<file path="config.mk">
export PLATFORM = sky130hd
export DESIGN_NAME = ps2_key_tracker
export DESIGN_NICKNAME = d
export VERILOG_FILES = /design/src/rtl/ps2_key_tracker.sv
export SDC_FILE = /design/constraint.sdc
export NUM_CORES = 1
export LEC_CHECK = 0
export ABC_AREA = 1
export BUFFER_PORTS_ARGS = -buffer_cell sky130_fd_sc_hd__buf_2
export CORE_MARGIN = 5
export CORE_UTILIZATION = 50
export DETAILED_ROUTE_END_ITERATION = 12
export GPL_ROUTABILITY_DRIVEN = 0
export PLACE_DENSITY = 0.71
export SLEW_MARGIN = 25
export SYNTH_ARGS = -nofsm -noshare
export SYNTH_HDL_FRONTEND = slang
export SYNTH_SLANG_ARGS = --single-unit
</file>
<file path="constraint.sdc">
create_clock -name clk -period 2.32 [get_ports clk]
set_input_delay 0 -clock clk [delete_from_list [all_inputs] [get_ports clk]]
set_output_delay 0 -clock clk [all_outputs]
set_load 0.1 [all_outputs]
</file>
<file path="src/rtl/ps2_key_tracker.sv">
// ps2_key_tracker
//   PS/2 keyboard receiver and key-state tracker. Raw ps2_clk/ps2_data are
//   synchronised. Each 11-bit frame is deserialised and checked for start,
//   parity and stop errors. Good bytes go to a make/break/E0 decoder, which
//   keeps the held key and counts new presses.
// Ports:
//   clk, rst          system clock; asynchronous active-high reset
//   ps2_clk, ps2_data raw keyboard lines (asynchronous)
//   key_code, key_ext held (or last held) key and its E0 flag
//   pressed           a key is currently held
//   press_cnt         count of new presses, wraps at 255
//   byte_valid        one-cycle pulse per good frame
//   rx_byte           data byte of the last good frame
//   frame_err         last frame was bad or timed out
module ps2_key_tracker #(
  parameter int TIMEOUT = 50000
) (
  input  logic       clk,
  input  logic       rst,
  input  logic       ps2_clk,
  input  logic       ps2_data,
  output logic [7:0] key_code,
  output logic       key_ext,
  output logic       pressed,
  output logic [7:0] press_cnt,
  output logic       byte_valid,
  output logic [7:0] rx_byte,
  output logic       frame_err
);

  localparam int TW = $clog2(TIMEOUT + 1);

  typedef enum logic [1:0] {IDLE, EXT, BRK, EXT_BRK} state_t;

  // Frame is good when start=0, stop=1 and data+parity has an odd count of ones.
  // sh holds bits 0..9 with bit0 in sh[0].
  function automatic logic frame_ok(input logic [9:0] sh, input logic stop);
    frame_ok = ~sh[0] & stop & (^sh[9:1]);
  endfunction

  logic [2:0]    sync_clk, sync_data;
  logic          fall, din;
  logic [3:0]    bit_cnt;
  logic [9:0]    shreg;
  logic [TW-1:0] tmo_cnt;
  logic          tmo_hit;

  state_t     state, state_n;
  logic [7:0] key_code_n, press_cnt_n;
  logic       key_ext_n, pressed_n;

  // ---- synchroniser stage ----
  always_ff @(posedge clk or posedge rst) begin
    if (rst) begin
      sync_clk  <= 3'b111;
      sync_data <= 3'b111;
    end else begin
      sync_clk  <= {sync_clk[1:0], ps2_clk};
      sync_data <= {sync_data[1:0], ps2_data};
    end
  end

  assign fall    = (sync_clk[2:1] == 2'b10);
  assign din     = sync_data[1];
  assign tmo_hit = (bit_cnt != 4'd0) && (tmo_cnt == TW'(TIMEOUT));

  // ---- frame receive stage ----
  always_ff @(posedge clk or posedge rst) begin
    if (rst) begin
      bit_cnt    <= 4'd0;
      shreg      <= 10'd0;
      tmo_cnt    <= '0;
      rx_byte    <= 8'd0;
      byte_valid <= 1'b0;
      frame_err  <= 1'b0;
    end else begin
      byte_valid <= 1'b0;

      if (fall || bit_cnt == 4'd0 || tmo_hit)
        tmo_cnt <= '0;
      else
        tmo_cnt <= tmo_cnt + TW'(1);

      if (tmo_hit) begin
        // Partial frame is dropped; a coincident edge starts a fresh frame.
        frame_err <= 1'b1;
        bit_cnt   <= fall ? 4'd1 : 4'd0;
        if (fall)
          shreg <= {din, shreg[9:1]};
      end else if (fall) begin
        if (bit_cnt == 4'd10) begin
          bit_cnt <= 4'd0;
          if (frame_ok(shreg, din)) begin
            rx_byte    <= shreg[8:1];
            byte_valid <= 1'b1;
            frame_err  <= 1'b0;
          end else begin
            frame_err <= 1'b1;
          end
        end else begin
          bit_cnt <= bit_cnt + 4'd1;
          shreg   <= {din, shreg[9:1]};
        end
      end
    end
  end

  // ---- decoder stage ----
  always_ff @(posedge clk or posedge rst) begin
    if (rst) begin
      state     <= IDLE;
      key_code  <= 8'd0;
      key_ext   <= 1'b0;
      pressed   <= 1'b0;
      press_cnt <= 8'd0;
    end else begin
      state     <= state_n;
      key_code  <= key_code_n;
      key_ext   <= key_ext_n;
      pressed   <= pressed_n;
      press_cnt <= press_cnt_n;
    end
  end

  always_comb begin
    state_n     = state;
    key_code_n  = key_code;
    key_ext_n   = key_ext;
    pressed_n   = pressed;
    press_cnt_n = press_cnt;
    if (byte_valid) begin
      unique case (state)
        IDLE, EXT: begin
          if (state == IDLE && rx_byte == 8'hE0) begin
            state_n = EXT;
          end else if (rx_byte == 8'hF0) begin
            state_n = (state == IDLE) ? BRK : EXT_BRK;
          end else begin
            // Make code; typematic repeats of the held key do not count.
            if (!pressed || {state == EXT, rx_byte} != {key_ext, key_code})
              press_cnt_n = press_cnt + 8'd1;
            key_code_n = rx_byte;
            key_ext_n  = (state == EXT);
            pressed_n  = 1'b1;
            state_n    = IDLE;
          end
        end
        BRK, EXT_BRK: begin
          if ({state == EXT_BRK, rx_byte} == {key_ext, key_code})
            pressed_n = 1'b0;
          state_n = IDLE;
        end
        default: state_n = IDLE;
      endcase
    end
  end

endmodule

</file>
; Word-level counts from Yosys, hierarchy flattened
; Index checks and enable logic that the tools add are counted.
; Widths: inputs -> output; s select.
[op_classes]
bitwise = 6
mux = 25
eq_ne = 14
n_addsub = 3
reduce_logical = 20
[ops]
columns = cell, count
row1 = $mux 10, 4
row2 = $add 16x1->16 const B, 1
row3 = $eq 16x16->1 const B, 1
row4 = $eq 8x8->1 const B, 2
row5 = $mux 16, 1
row6 = $mux 1, 13
row7 = $mux 4, 3
row8 = $reduce_and 4->1, 3
row9 = $eq 9x9->1, 1
row10 = $ne 9x9->1, 1
row11 = $reduce_xor 9->1, 1
row12 = $add 8x1->8 const B, 1
row13 = $ne 2x2->1 const B, 4
row14 = $eq 2x2->1 const B, 3
row15 = $reduce_and 5->1, 1
row16 = $add 4x1->4 const B, 1
row17 = $eq 4x4->1 const B, 1
row18 = $logic_not 4->1, 1
row19 = $mux 2, 2
row20 = $not 1->1, 4
row21 = $pmux 2 s2, 1
row22 = $reduce_and 2->1, 2
row23 = $reduce_bool 2->1, 2
row24 = $reduce_bool 4->1, 1
row25 = 8 further kinds, 13
[word_totals]
regBits = 65
input_bits = 4
output_inout_bits = 28
word_cells = 81

; Logic depth before layout (Yosys ltp)
[depth]
word_depth = 7
depth_mapped = 12
depth_no_buf = 12

; Least setup slack after synthesis
; Ideal clock, no wire load.
[synth_timing]
path_kind = register to register
from = reg rx_byte[1]
to = reg key_code[0]
path_stages_with_launch = 11
t_arrival_ps = 1906
required_time_ps = 2191
setup_time_ps = 129
setup_slack_ps = 284
synth_period_minus_slack_ps = 2036
n_path_buf = 1
cell_sequence = dfrtp_1 inv_1 nand2_1 nor3_1 nand3_1 nand2_1 nor2_4 buf_6 inv_4 nand2_1 o21ai_0
[synth_between]
elab_chain_len = 4
elab_cells_between_ends = 6
cone_classes = eq/ne: 2 / bitwise: 2 / reduce/logical: 2
[synth_rtl]
columns = item, line
row1 = "start, declared", 27  ; output logic [7:0] rx_byte,
row2 = "start signal, assigned", 94  ; rx_byte <= shreg[8:1];
row3 = $eq 8x8->1, 134  ; if (state == IDLE && rx_byte == 8'hE0) begin
row4 = $logic_and 1x1->1, 134
row5 = $not 1->1 (no line), -
row6 = $reduce_and 4->1 (no line) (*), -
row7 = "end signal, assigned", 118  ; key_code <= key_code_n;
row8 = "end, declared", 22  ; output logic [7:0] key_code,
; Mark *: on every way between the ends. The rest lies on a longest branch, timed or not.
; A chain may end at the register's enable or synchronous reset.

; Worst setup path after layout
[layout_timing]
from = reg rx_byte[5]
to = reg press_cnt[6]
[layout_between]
elab_chain_len = 4
elab_cells_between_ends = 8
cone_classes = eq/ne: 3 / bitwise: 2 / reduce/logical: 3
[layout_rtl]
columns = item, line
row1 = $eq 8x8->1, 134
row2 = $logic_and 1x1->1, 134
row3 = $not 1->1 (no line), -
row4 = $reduce_and 5->1 (no line) (*), -
row5 = "end signal, assigned", 121  ; press_cnt <= press_cnt_n;
row6 = "end, declared", 25  ; output logic [7:0] press_cnt,
; Marks and branches as above.

==> impl_metrics.env <==
export IMPL_synth_nets=431
export IMPL_powerDensity_nw_per_um2=837
export IMPL_cp_arrival_ns=1.96
export IMPL_finalClockSkew_ns=0.0111
export IMPL_clock_root_buffer="clkbuf_8"
export IMPL_crit_buf_inv=1
export IMPL_worstSetupStartpointType="register"
export IMPL_cts_tree="built"
export IMPL_antennaDiodeCount=0
export IMPL_synth_cell_types=36
export IMPL_synth_edf_count=0
export IMPL_vdd_drop_max_mv=0.438
export IMPL_die_h_um=93.6
export IMPL_coreArea_um2=6790
export IMPL_fmax_mhz=582
export IMPL_critical_path_top_cell_by_count="nand2_1"
export IMPL_leakagePower_nw=2.02
export IMPL_dpl_cell_area_um2=3740
export IMPL_synthFlopType="dfrtp_1"
export IMPL_start_util_pct=51.5
export IMPL_antenna_found_initial=0
export IMPL_drive_above_1_share_pct=21.6
export IMPL_cp_max_fo=21
export IMPL_ys_ff_latch=65
export IMPL_maxCapViolations=0
export IMPL_finalSetupViolations=0
export IMPL_die_x_um=93.6
export IMPL_fill_cells=594
export IMPL_period_needed_ns=1.72
export IMPL_power_switching_w=0.00122
export IMPL_io_pins=32
export IMPL_holdBufCountCts=3
export IMPL_synth_area_um2=3500
export IMPL_grt_first_pass_wirelength_um=11500
export IMPL_combPwrFrac_pct=25.7
export IMPL_final_common_cell="nand2_1"
export IMPL_cp_required_ns=2.56
export IMPL_critical_path_top_delay_family="simple AND/OR/NAND/NOR gates"
export IMPL_status="complete, no violations"
export IMPL_drt_pass1_iterations=4
export IMPL_endpoint_kind="register"
export IMPL_critPathMaxStageDelay_ns=0.43
export IMPL_pwr_share_seq_pct=42.4
export IMPL_avgSynthCellArea_um2=8.31
export IMPL_routed_wl_um=6810
export IMPL_grt_usage_pct=16.5
export IMPL_clk_latency_ns=0.34
export IMPL_fin_setup_tns_ns=0
export IMPL_rows=30
export IMPL_area_growth_synth_to_final_pct=14.1
export IMPL_portBuffers=31
export IMPL_first_global_vias=2603
export IMPL_clkPwrFrac_pct=31.9
export IMPL_wire_per_inst_um=12.1
export IMPL_clkSinkCount=65
export IMPL_cts_made_buffers=9
export IMPL_post_cts_resized=0
export IMPL_path_cells="inv_1, nor3_1, nand3_1, nand2_1, nor2_4, nand2_2, nand2_1, nand2_1"
export IMPL_seq_area_frac_synth_pct=46.7
export IMPL_design_area_um2=3990
export IMPL_power_w=0.00334
export IMPL_cts_setup_buffers=0
export IMPL_rsz0062_at_grt="no"
export IMPL_holdCritPathClass="input port to asynchronous set/reset pin"
export IMPL_worst_slew_pin_slew_ns=0.648
export IMPL_finalNetCount=472
export IMPL_synth_async_reset_ratio_pct=100
export IMPL_vias=2789
export IMPL_drt_iter0_drc=96
export IMPL_clk_pin_slew_ns=0.07
export IMPL_syn_inst=421
export IMPL_die_area_um2=8770
export IMPL_switching_share_pct=36.4
export IMPL_antenna_left=0
export IMPL_post_route_period_util_pct=74.1
export IMPL_via_per_inst=4.95
export IMPL_critPathSlowestCell="dfrtp_1"
export IMPL_criticalPathCategory="register to register"
export IMPL_yosys_warnings=0
export IMPL_p_int_w=0.00212
export IMPL_drc=0
export IMPL_grt_start_max_net_pins=37
export IMPL_slew_limit_headroom_pct=56.8
export IMPL_drv_slew=0
export IMPL_overflow=0
export IMPL_final_cell_mix="nand2_1, dfrtp_1, inv_1"
export IMPL_dp_hpwl_um=4890
export IMPL_finalHoldViolCount=0
export IMPL_cts_buffer_depth=2
export IMPL_htree_levels=3
## power by group through the flow
stage	clock network (W)	registers [W]	logic, W
after detailed placement	0	0.00144	0.000865
after global placement	0	0.00143	0.000843
after floorplan	0	0.00158	0.000558
final	0.00107	0.00142	0.000859
after CTS	0.00109	0.00142	0.000872
after global routing	0.00113	0.00144	0.000970
## path summary, 6_finish.rpt
kind | start | end | slack (ns) | depth (start not counted)
max | rx_byte[5]$_DFFE_PP0P_ | press_cnt[6]$_DFFE_PP0P_ | 0.60 | 8
min | rst | press_cnt[6]$_DFFE_PP0P_ | 0.29 | 3
max reg2reg | rx_byte[5]$_DFFE_PP0P_ | press_cnt[6]$_DFFE_PP0P_ | 0.60 | 8
min reg2reg | sync_clk[0]$_DFF_PP1_ | sync_clk[1]$_DFF_PP1_ | 0.36 | 0
max in group asynchronous | rst | sync_clk[2]$_DFF_PP1_ | 1.34 | 4
min in group clk | ps2_clk | sync_clk[0]$_DFF_PP1_ | 0.30 | 2
## sequential cells by signal (all words and copies together), names as in the netlist
signal / cells
key_code: 8
frame_err: 1
bit_cnt: 4
sync_clk: 3
byte_valid: 1
sync_data: 2
tmo_cnt: 16
pressed: 1
press_cnt: 8
rx_byte: 8
shreg: 10
key_ext: 1
state: 2
## worst reg2reg max path, stage by stage, from the launching register on
cell and delay [ns]:
dfrtp_1 0.43, inv_1 0.12, nor3_1 0.07, nand3_1 0.10, nand2_1 0.12, nor2_4 0.41
nand2_2 0.22, nand2_1 0.11, nand2_1 0.05
## cells in the mapped netlist, types with 2 or more instances
| master | instances | area (um2) |
|---|---|---|
| nand2_1 | 118 | 443 |
| dfrtp_1 | 60 | 1500 |
| inv_1 | 47 | 176 |
| nor2_1 | 38 | 143 |
| nand3_1 | 35 | 175 |
| nor3_1 | 12 | 60.1 |
| o21ai_0 | 12 | 60.1 |
| nand2_2 | 9 | 56.3 |
| xnor2_1 | 9 | 78.8 |
| xor2_1 | 9 | 78.8 |
| o21ai_2 | 7 | 61.3 |
| ha_1 | 6 | 75.1 |
| a21oi_2 | 5 | 43.8 |
| dfstp_2 | 5 | 131 |
| nand4_1 | 5 | 31.3 |
| nor2_4 | 5 | 56.3 |
| buf_6 | 4 | 45.0 |
| nand2_4 | 4 | 45.0 |
| nor2_2 | 4 | 25.0 |
| inv_2 | 3 | 11.3 |
| nand3_2 | 3 | 30.0 |
| nand3b_1 | 3 | 22.5 |
| nor3b_1 | 3 | 22.5 |
| a21oi_1 | 2 | 10.0 |
| a31oi_1 | 2 | 12.5 |
## cell type report
class | instances | area (um2) | area share, %
multi-input combinational | 299 | 1610 | 40.5
sequential | 65 | 1630 | 40.9
tap | 96 | 120 | 3.01
clock buffer | 9 | 124 | 3.10
timing repair buffer | 35 | 205 | 5.14
clock inverter | 7 | 95.1 | 2.38
inverter | 52 | 199 | 4.99
## stage by stage
stage               utilization, %  std cells  hold slack [ns]  setup WS (ns)
CTS                           58.7        563            0.275          0.616
detailed placement            55.1        544            0.106          0.629
floorplan                        -        421          0.00448          0.284
global placement              55.1        544            0.105          0.670
global route                  58.7        563            0.292          0.428
finish                        58.7        563            0.290          0.600
## kinds of logic (layout without fill, tap and decap cells)
family	Yosys count	after routing	synth area share (%)
AOI/OAI and AO/OA	30	30	5.69
and+or+nand+nor	245	245	33.8
xor gates and xnor gates	18	18	4.51
buffers and inverters	57	103	7.19
DFF	65	65	46.7
adders and majority gates	6	6	2.15
## per-layer routing
metal  GRT usage [%]  routed length [um]  vias to the layer above
met5               0                   0                        -
met2            25.7                3180                       67
met1            21.5                3150                     1291
met4            8.30                 129                        0
met3            4.02                 353                       15
li1                -                   -                     1416
(Power assumes the default switching activity.)
